[config.mk]
export PLATFORM = sky130hd
export DESIGN_NAME = ddr5_cmd_sequencer
export DESIGN_NICKNAME = d
export VERILOG_FILES = /design/src/rtl/ddr5_cmd_sequencer.sv
export SDC_FILE = /design/constraint.sdc
export NUM_CORES = 1
export LEC_CHECK = 0
export ABC_AREA = 1
export CAP_MARGIN = 25
export CORE_MARGIN = 2
export CORE_UTILIZATION = 52
export CTS_CLUSTER_DIAMETER = 120
export DETAILED_ROUTE_END_ITERATION = 8
export PLACE_DENSITY = 0.95
export SLEW_MARGIN = 20
export SYNTH_ARGS = -nofsm -noshare
export SYNTH_HDL_FRONTEND = slang
export SYNTH_SLANG_ARGS = --single-unit
[constraint.sdc]
create_clock -name clock -period 4.2 [get_ports clock]
set_input_delay 0.84 -clock clock [delete_from_list [all_inputs] [get_ports clock]]
set_output_delay 0.84 -clock clock [all_outputs]
set_load 0.1 [all_outputs]
[src/rtl/ddr5_cmd_sequencer.sv]
// Closed-page DDR5 command sequencer: one request at a time, decoded into
// ACT0/ACT1, RD or WR pair, then PRE, spaced by tRCD/tRAS/tRTP/tWR/tRP timers.
module ddr5_cmd_sequencer #(
  parameter int unsigned T_RCD   = 39,
  parameter int unsigned T_RAS   = 76,
  parameter int unsigned T_RTP   = 18,
  parameter int unsigned T_CWL   = 38,
  parameter int unsigned T_BURST = 8,
  parameter int unsigned T_WR    = 48,
  parameter int unsigned T_RP    = 39
) (
  input  logic        clock,
  input  logic        reset,
  input  logic        req_valid,
  output logic        req_ready,
  input  logic [33:0] req_addr,
  input  logic [1:0]  req_op,
  output logic        cmd_valid,
  output logic [2:0]  cmd,
  output logic        cmd_channel,
  output logic [2:0]  cmd_bg,
  output logic [1:0]  cmd_bank,
  output logic [15:0] cmd_addr,
  output logic        done,
  output logic        busy
);

  typedef enum logic [3:0] {
    S_IDLE, S_ACT0, S_ACT1, S_WAIT_RCD, S_CAS0, S_CAS1, S_WAIT_PRE, S_PRE, S_WAIT_RP
  } state_t;

  localparam logic [2:0] CMD_NOP  = 3'd0;
  localparam logic [2:0] CMD_ACT0 = 3'd1;
  localparam logic [2:0] CMD_ACT1 = 3'd2;
  localparam logic [2:0] CMD_RD0  = 3'd3;
  localparam logic [2:0] CMD_RD1  = 3'd4;
  localparam logic [2:0] CMD_WR0  = 3'd5;
  localparam logic [2:0] CMD_WR1  = 3'd6;
  localparam logic [2:0] CMD_PRE  = 3'd7;

  // Timer load values clamp into the 9-bit timer range.
  function automatic logic [8:0] sat_tmr(input int unsigned v);
    if (v > 32'd511) return 9'd511;
    else return v[8:0];
  endfunction

  function automatic logic [8:0] dec_sat(input logic [8:0] t);
    return (t == 9'd0) ? 9'd0 : t - 9'd1;
  endfunction

  // Each timer is loaded so that it reads 0 in the cycle its target command may issue;
  // a phase advances when the current value is <= 1 (target is next cycle).
  localparam logic [8:0] RCD_LD = sat_tmr(T_RCD - 1);
  localparam logic [8:0] RAS_LD = sat_tmr(T_RAS - 1);
  localparam logic [8:0] RTP_LD = sat_tmr(T_RTP - 1);
  localparam logic [8:0] WR_LD  = sat_tmr(T_CWL + T_BURST + T_WR - 1);
  localparam logic [8:0] RP_LD  = sat_tmr(T_RP - 2);

  state_t      state, state_nxt;
  logic [8:0]  main_tmr, main_nxt;
  logic [8:0]  ras_tmr, ras_nxt;

  logic [15:0] row_p0;
  logic [1:0]  bank_p0;
  logic [2:0]  bg_p0;
  logic [5:0]  col_hi_p0;
  logic        ch_p0;
  logic [3:0]  col_lo_p0;
  logic        is_wr_p0;
  logic        accept;
  logic        unused_addr_bits;

  assign accept           = (state == S_IDLE) && req_valid;
  assign unused_addr_bits = ^req_addr[1:0];

  always_ff @(posedge clock) begin
    if (reset) begin
      state    <= S_IDLE;
      main_tmr <= 9'd0;
      ras_tmr  <= 9'd0;
    end else begin
      state    <= state_nxt;
      main_tmr <= main_nxt;
      ras_tmr  <= ras_nxt;
    end
  end

  // Request capture stage
  always_ff @(posedge clock) begin
    if (accept) begin
      row_p0    <= req_addr[33:18];
      bank_p0   <= req_addr[17:16];
      bg_p0     <= req_addr[15:13];
      col_hi_p0 <= req_addr[12:7];
      ch_p0     <= req_addr[6];
      col_lo_p0 <= req_addr[5:2];
      is_wr_p0  <= (req_op == 2'd1);
    end
  end

  always_comb begin
    state_nxt = state;
    main_nxt  = dec_sat(main_tmr);
    ras_nxt   = dec_sat(ras_tmr);
    case (state)
      S_IDLE:     if (req_valid) state_nxt = S_ACT0;
      S_ACT0: begin
        state_nxt = S_ACT1;
        main_nxt  = RCD_LD;
        ras_nxt   = RAS_LD;
      end
      S_ACT1, S_WAIT_RCD:
        state_nxt = (main_tmr <= 9'd1) ? S_CAS0 : S_WAIT_RCD;
      S_CAS0: begin
        state_nxt = S_CAS1;
        main_nxt  = is_wr_p0 ? WR_LD : RTP_LD;
      end
      S_CAS1, S_WAIT_PRE:
        state_nxt = ((main_tmr <= 9'd1) && (ras_tmr <= 9'd1)) ? S_PRE : S_WAIT_PRE;
      S_PRE: begin
        state_nxt = (T_RP <= 2) ? S_IDLE : S_WAIT_RP;
        main_nxt  = RP_LD;
      end
      S_WAIT_RP:  if (main_tmr <= 9'd1) state_nxt = S_IDLE;
      default:    state_nxt = S_IDLE;
    endcase
  end

  always_comb begin
    req_ready   = (state == S_IDLE);
    busy        = (state != S_IDLE);
    cmd_valid   = 1'b0;
    cmd         = CMD_NOP;
    cmd_addr    = 16'd0;
    done        = 1'b0;
    cmd_channel = busy ? ch_p0   : 1'b0;
    cmd_bg      = busy ? bg_p0   : 3'd0;
    cmd_bank    = busy ? bank_p0 : 2'd0;
    case (state)
      S_ACT0: begin
        cmd_valid = 1'b1;
        cmd       = CMD_ACT0;
        cmd_addr  = row_p0;
      end
      S_ACT1: begin
        cmd_valid = 1'b1;
        cmd       = CMD_ACT1;
        cmd_addr  = row_p0;
      end
      S_CAS0: begin
        cmd_valid = 1'b1;
        cmd       = is_wr_p0 ? CMD_WR0 : CMD_RD0;
        cmd_addr  = {6'd0, col_hi_p0, col_lo_p0};
      end
      S_CAS1: begin
        cmd_valid = 1'b1;
        cmd       = is_wr_p0 ? CMD_WR1 : CMD_RD1;
        cmd_addr  = {6'd0, col_hi_p0, col_lo_p0};
      end
      S_PRE: begin
        cmd_valid = 1'b1;
        cmd       = CMD_PRE;
        done      = 1'b1;
      end
      default: ;
    endcase
  end

endmodule
==> impl_metrics.env, run 1 <==
export IMPL_numCtsBuffers=5
export IMPL_tightest_slew_ns=0.980
export IMPL_synthesis_area_um2=2550
export IMPL_cp_start_kind="flip-flop"
export IMPL_fillers=359
export IMPL_status="completed"
export IMPL_dieHeight_um=74.1
export IMPL_firstDrtPassIters=4
export IMPL_clk_latency_ns=0.32
export IMPL_drt_iter0_markers=154
export IMPL_nets=396
export IMPL_cp_max_fo=15
export IMPL_post_route_drc_count=0
export IMPL_root_buffer="clkbuf_8"
export IMPL_fin_crit_sh_pct=81.4
export IMPL_clock_sinks=55
export IMPL_synth_edf_count=33
export IMPL_reg2reg_to="col_hi_p0[3]$_DFFE_PP_"
export IMPL_r2r_setup_slack_ns=2.19
export IMPL_finClkSkew_ns=0.0109
export IMPL_grtUsageTotal_pct=22.4
export IMPL_grt_max_degree=34
export IMPL_fin_crit_ns=3.42
export IMPL_drive_gt1_share_pct=15.3
export IMPL_required_ns=3.36
export IMPL_io_pins=68
export IMPL_cts_buffer_depth=2
export IMPL_row_count=25
export IMPL_holdBufCountCts=0
export IMPL_grt_pass1_wl_um=9250
export IMPL_place_gp_congestion=0.894
export IMPL_tns_ns=0
export IMPL_synthArstFlopShare_pct=0
export IMPL_synthTopCellsByArea="edfxtp_1, dfxtp_1, nor2_1"
export IMPL_route_antenna_remaining_nets=0
export IMPL_r2r_start="state[1]$_SDFFE_PP0P_"
export IMPL_synth_top_area_share_pct=38.8
export IMPL_hold_path_class="reg -> reg"
export IMPL_syn_nets=328
export IMPL_ys_types=27
export IMPL_timing_max_cap_violations=0
export IMPL_die_area_um2=5490
export IMPL_grt_overflow=0
export IMPL_syn_area_per_cell_um2=9.03
export IMPL_rsz0062_at_grt="false"
export IMPL_start_util_pct=54.1
export IMPL_finalSetupViolCount=0
export IMPL_hpwl_um=4120
export IMPL_yosys_area_top_type="edfxtp_1"
export IMPL_cts_setup_buffers=0
export IMPL_routedWlPerCell_um=13.8
export IMPL_yosys_top_cells_count="nor2_1, nand2_1, inv_1"
export IMPL_synth_warning_count=0
export IMPL_worstHoldEndpoint="ras_tmr[4]$_SDFF_PP0_"
export IMPL_core_um2=4720
export IMPL_drt_total_wl_um=5790
export IMPL_vias=2131
export IMPL_num_antenna_cells=0
export IMPL_synth_most_common_cell="nor2_1"
export IMPL_finalHoldViolCount=0
export IMPL_ys_ff_latch=55
export IMPL_maxSlewHeadroom_pct=34.5
export IMPL_cts_resized_gates=0
export IMPL_htreeDepth=2
export IMPL_worstSetupEndpointType="output port"
export IMPL_grt_pass1_vias=2095
export IMPL_fmax_ghz=0.292
export IMPL_antenna_found_initial=0
export IMPL_via_per_inst=5.09
export IMPL_crit_arrival_ns=2.58
export IMPL_hold_depth=2
export IMPL_drv_slew=0
export IMPL_ys_seq_area_share_pct=56.0
export IMPL_synth_cells=283
export IMPL_port_buffers=65
export IMPL_clkSlewWorstSetupHoldPaths_ns=0.11
export IMPL_critical_path_class="reg -> out"
export IMPL_min_delay_start="ras_tmr[4]$_SDFF_PP0_"
export IMPL_area_growth_pct=29.9
export IMPL_die_w_um=74.1
export IMPL_synthFlopType="edfxtp_1"
export IMPL_r2r_worst_path_cells=6
export IMPL_cts_tree="done"
[worst max-delay path, stage by stage, from the launching register on]
cell and delay, ns:
dfxtp_1 0.34, inv_2 0.23, nand2_2 0.14, nor2_2 0.34
clkdlybuf4s50_1 1.21
[routing by layer]
metal	up-vias	routed length (um)	GRT usage (%)	part of all wire, %
li1	1039	-	-	-
met1	976	2230	25.7	39
met2	93	3010	38.7	52
met3	23	342	4.88	5.9
met4	0	209	12.5	3.6
met5	-	0	0	0
[cells in the final DEF, fill, tap and decap left out, drive strengths merged]
cell           instances
nor2                  53
nand2                 52
inv                   46
clkdlybuf4s50         44
nand3                 33
edfxtp                33
dfxtp                 22
buf                   22
o21ai                 11
xor2                   8
ha                     6
clkbuf                 5
a21oi                  4
a31oi                  3
nor3                   3
xnor2                  2
or2                    1
o2111ai                1
nor4                   1
o31ai                  1
clkinv                 1
[logic make-up after synthesis]
family	synth area share, %
adders and majority gates	2.94
AOI/OAI and AO/OA	5.04
and+or+nand+nor	25.3
buffers and inverters	7.25
DFF	56.0
xor gates and xnor gates	3.43
[state kept, by name, summed over array words and instances (netlist names)]
| register | cells |
|---|---|
| col_hi_p0 | 6 |
| bg_p0 | 3 |
| bank_p0 | 2 |
| row_p0 | 16 |
| ras_tmr | 9 |
| col_lo_p0 | 4 |
| ch_p0 | 1 |
| state | 4 |
| main_tmr | 9 |
| is_wr_p0 | 1 |
[per-stage QoR]
stage | worst slack (ns) | area [um^2] | cells | hold WS [ns] | utilization [%]
final | 0.779 | 3320 | 419 | 0.535 | 70.3
after global routing | 0.707 | 3320 | 419 | 0.551 | 70.3
after CTS | 0.794 | 3320 | 419 | 0.524 | 70.3
after detailed placement | 1.21 | 3230 | 411 | 0.510 | 68.3
after global placement | 1.24 | 3230 | 411 | 0.483 | 68.3
after floorplan | 0.487 | 2560 | 283 | 0.471 | -
[area by class of cell]
class,count,area [um^2],share of cell area (%)
Sequential cell,55,1430,43.1
Multi-Input combinational cell,179,941,28.4
Timing Repair Buffer,66,606,18.3
Inverter,44,165,4.98
Tap cell,67,83.8,2.53
Clock buffer,5,68.8,2.07
Clock inverter,3,22.5,0.679
[worst max-delay path by stage]
stage	from	to	slack, ns
floorplan	state[3]$_SDFFE_PP0P_	bank_p0[0]$_DFFE_PP_	0.49
global placement	state[1]$_SDFFE_PP0P_	req_ready	1.24
detailed placement	state[1]$_SDFFE_PP0P_	req_ready	1.21
CTS	state[1]$_SDFFE_PP0P_	req_ready	0.79
global route	state[1]$_SDFFE_PP0P_	req_ready	0.71
finish	state[1]$_SDFFE_PP0P_	req_ready	0.78
Power of run 1 is left out: the tool's default activity adds up to more than one toggle a clock period on the data nets, which glitch-free logic cannot reach.
==> inputs of run 2 (changes only) <==
CORE_UTILIZATION = 48   (was 52)
PLACE_DENSITY = 0.9   (was 0.95)
clock period = 3.2 ns   (was 4.2 ns; I/O delays follow)
==> run 2 against run 1 <==
  * Clock skew decreased by 0.0045 ns
  * Register-to-register slack got worse by 0.92 ns
  * First-iteration DRC count decreased by 4.5%
  * Critical endpoint is now cmd[1]
==> impl_metrics.env, run 2 (same netlist as run 1, synthesis figures left out) <==
export IMPL_numCtsBuffers=5
export IMPL_hpwl_um=4190
export IMPL_die_w_um=77.0
export IMPL_grt_pass1_vias=1982
export IMPL_worstSetupEndpointType="output port"
export IMPL_cp_max_fo=15
export IMPL_drt_iter0_markers=147
export IMPL_place_gp_congestion=0.870
export IMPL_io_pins=68
export IMPL_crit_arrival_ns=2.06
export IMPL_r2r_start="state[1]$_SDFFE_PP0P_"
export IMPL_reg_largest_list="row_p0 (16), main_tmr (9), ras_tmr (9)"
export IMPL_startpoint="state[2]$_SDFFE_PP0P_"
export IMPL_cts_buffer_depth=2
export IMPL_routedWlPerCell_um=13.0
export IMPL_vias=2055
export IMPL_status="completed"
export IMPL_fillers=416
export IMPL_route_antenna_remaining_nets=0
export IMPL_antenna_found_initial=0
export IMPL_finalHoldViolCount=0
export IMPL_r2r_worst_path_cells=6
export IMPL_fin_crit_sh_pct=84.3
export IMPL_tightest_slew_ns=0.422
export IMPL_hold_slack_ns=0.513
export IMPL_place_ws_ns=0.874
export IMPL_drt_total_wl_um=5500
export IMPL_tns_ns=0
export IMPL_drive_gt1_share_pct=17.3
export IMPL_grt_pass1_wl_um=8940
export IMPL_firstDrtPassIters=5
export IMPL_top_register="row_p0"
export IMPL_cp_start_kind="flip-flop"
export IMPL_dieHeight_um=77.0
export IMPL_fmax_ghz=0.371
export IMPL_setup_ws_ns=0.502
export IMPL_via_per_inst=4.87
export IMPL_num_antenna_cells=0
export IMPL_grtUsageTotal_pct=19.3
export IMPL_finalSetupViolCount=0
export IMPL_clk_latency_ns=0.31
export IMPL_clock_sinks=55
export IMPL_final_area_um2=3310
export IMPL_finClkSkew_ns=0.00645
export IMPL_root_buffer="clkbuf_8"
export IMPL_row_count=26
export IMPL_core_um2=5110
export IMPL_clkSlewWorstSetupHoldPaths_ns=0.09
export IMPL_htreeDepth=2
export IMPL_maxSlewHeadroom_pct=71.8
export IMPL_holdBufCountCts=0
export IMPL_timing_max_cap_violations=0
export IMPL_port_buffers=65
export IMPL_reg2reg_to="row_p0[10]$_DFFE_PP_"
export IMPL_rsz0062_at_grt="false"
export IMPL_crit_path_end="cmd[1]"
export IMPL_nets=396
export IMPL_cts_tree="done"
export IMPL_start_util_pct=50.0
export IMPL_required_ns=2.56
export IMPL_r2r_setup_slack_ns=1.27
export IMPL_place_area_um2=3220
export IMPL_most_common_layout_cells="nor2_1, nand2_1, inv_1, clkdlybuf4s50_1"
export IMPL_cts_resized_gates=0
export IMPL_grt_overflow=0
export IMPL_grt_max_degree=29
export IMPL_largest_reg_flops=16
export IMPL_hold_path_class="reg -> reg"
export IMPL_fin_crit_ns=2.70
export IMPL_area_growth_pct=29.6
export IMPL_critical_path_class="reg -> out"
export IMPL_post_route_drc_count=0
export IMPL_die_area_um2=5920
export IMPL_drv_slew=0
export IMPL_cts_setup_buffers=0
[run 2: changes by cell type in the layout (fill, tap and decap cells not counted), sizes merged]
cell / delta
buf: +8
clkinv: +1
clkdlybuf4s50: -8
inv: -2
clkbuf: +1
[run 2: area by class of cell]
cell class | instances | area [um^2] | area share, %
flip-flops and latches | 55 | 1430 | 43.2
repair buffers | 66 | 586 | 17.7
clock buffers | 6 | 72.6 | 2.19
clock inverters | 2 | 17.5 | 0.529
inverters | 44 | 165 | 4.99
well taps | 70 | 87.6 | 2.65
multi-input cells | 179 | 951 | 28.7
[run 2: worst min path at each step]
stage | start | to | cells after the start
2_1_floorplan | ras_tmr[4]$_SDFF_PP0_ | ras_tmr[4]$_SDFF_PP0_ | 2
3_3_place_gp | ras_tmr[4]$_SDFF_PP0_ | ras_tmr[4]$_SDFF_PP0_ | 2
3_5_place_dp | ras_tmr[4]$_SDFF_PP0_ | ras_tmr[4]$_SDFF_PP0_ | 2
4_1_cts | ras_tmr[4]$_SDFF_PP0_ | ras_tmr[4]$_SDFF_PP0_ | 2
5_1_grt | ras_tmr[4]$_SDFF_PP0_ | ras_tmr[4]$_SDFF_PP0_ | 2
6_report | ras_tmr[4]$_SDFF_PP0_ | ras_tmr[4]$_SDFF_PP0_ | 2
[run 2: through the flow]
step	std cells	util, %
after detailed placement	414	63.1
after floorplan	283	-
final	422	64.8
after CTS	422	64.8
after global placement	414	63.1
after global routing	422	64.8
[run 2: routing by layer]
metal	global-route usage, %	wire, um
met3	4.35	298
met5	0	0
met1	23.4	2240
met2	33.4	2860
met4	7.27	102
[run 2: worst max-delay path, stage by stage, from the launching register on]
cell	delay [ns]
dfxtp_1	0.35
inv_2	0.06
nor2_4	0.28
inv_1	0.11
nor2_2	0.23
inv_1	0.11
o2111ai_1	0.26
buf_4	0.34
Power of run 2 is left out for the same reason.
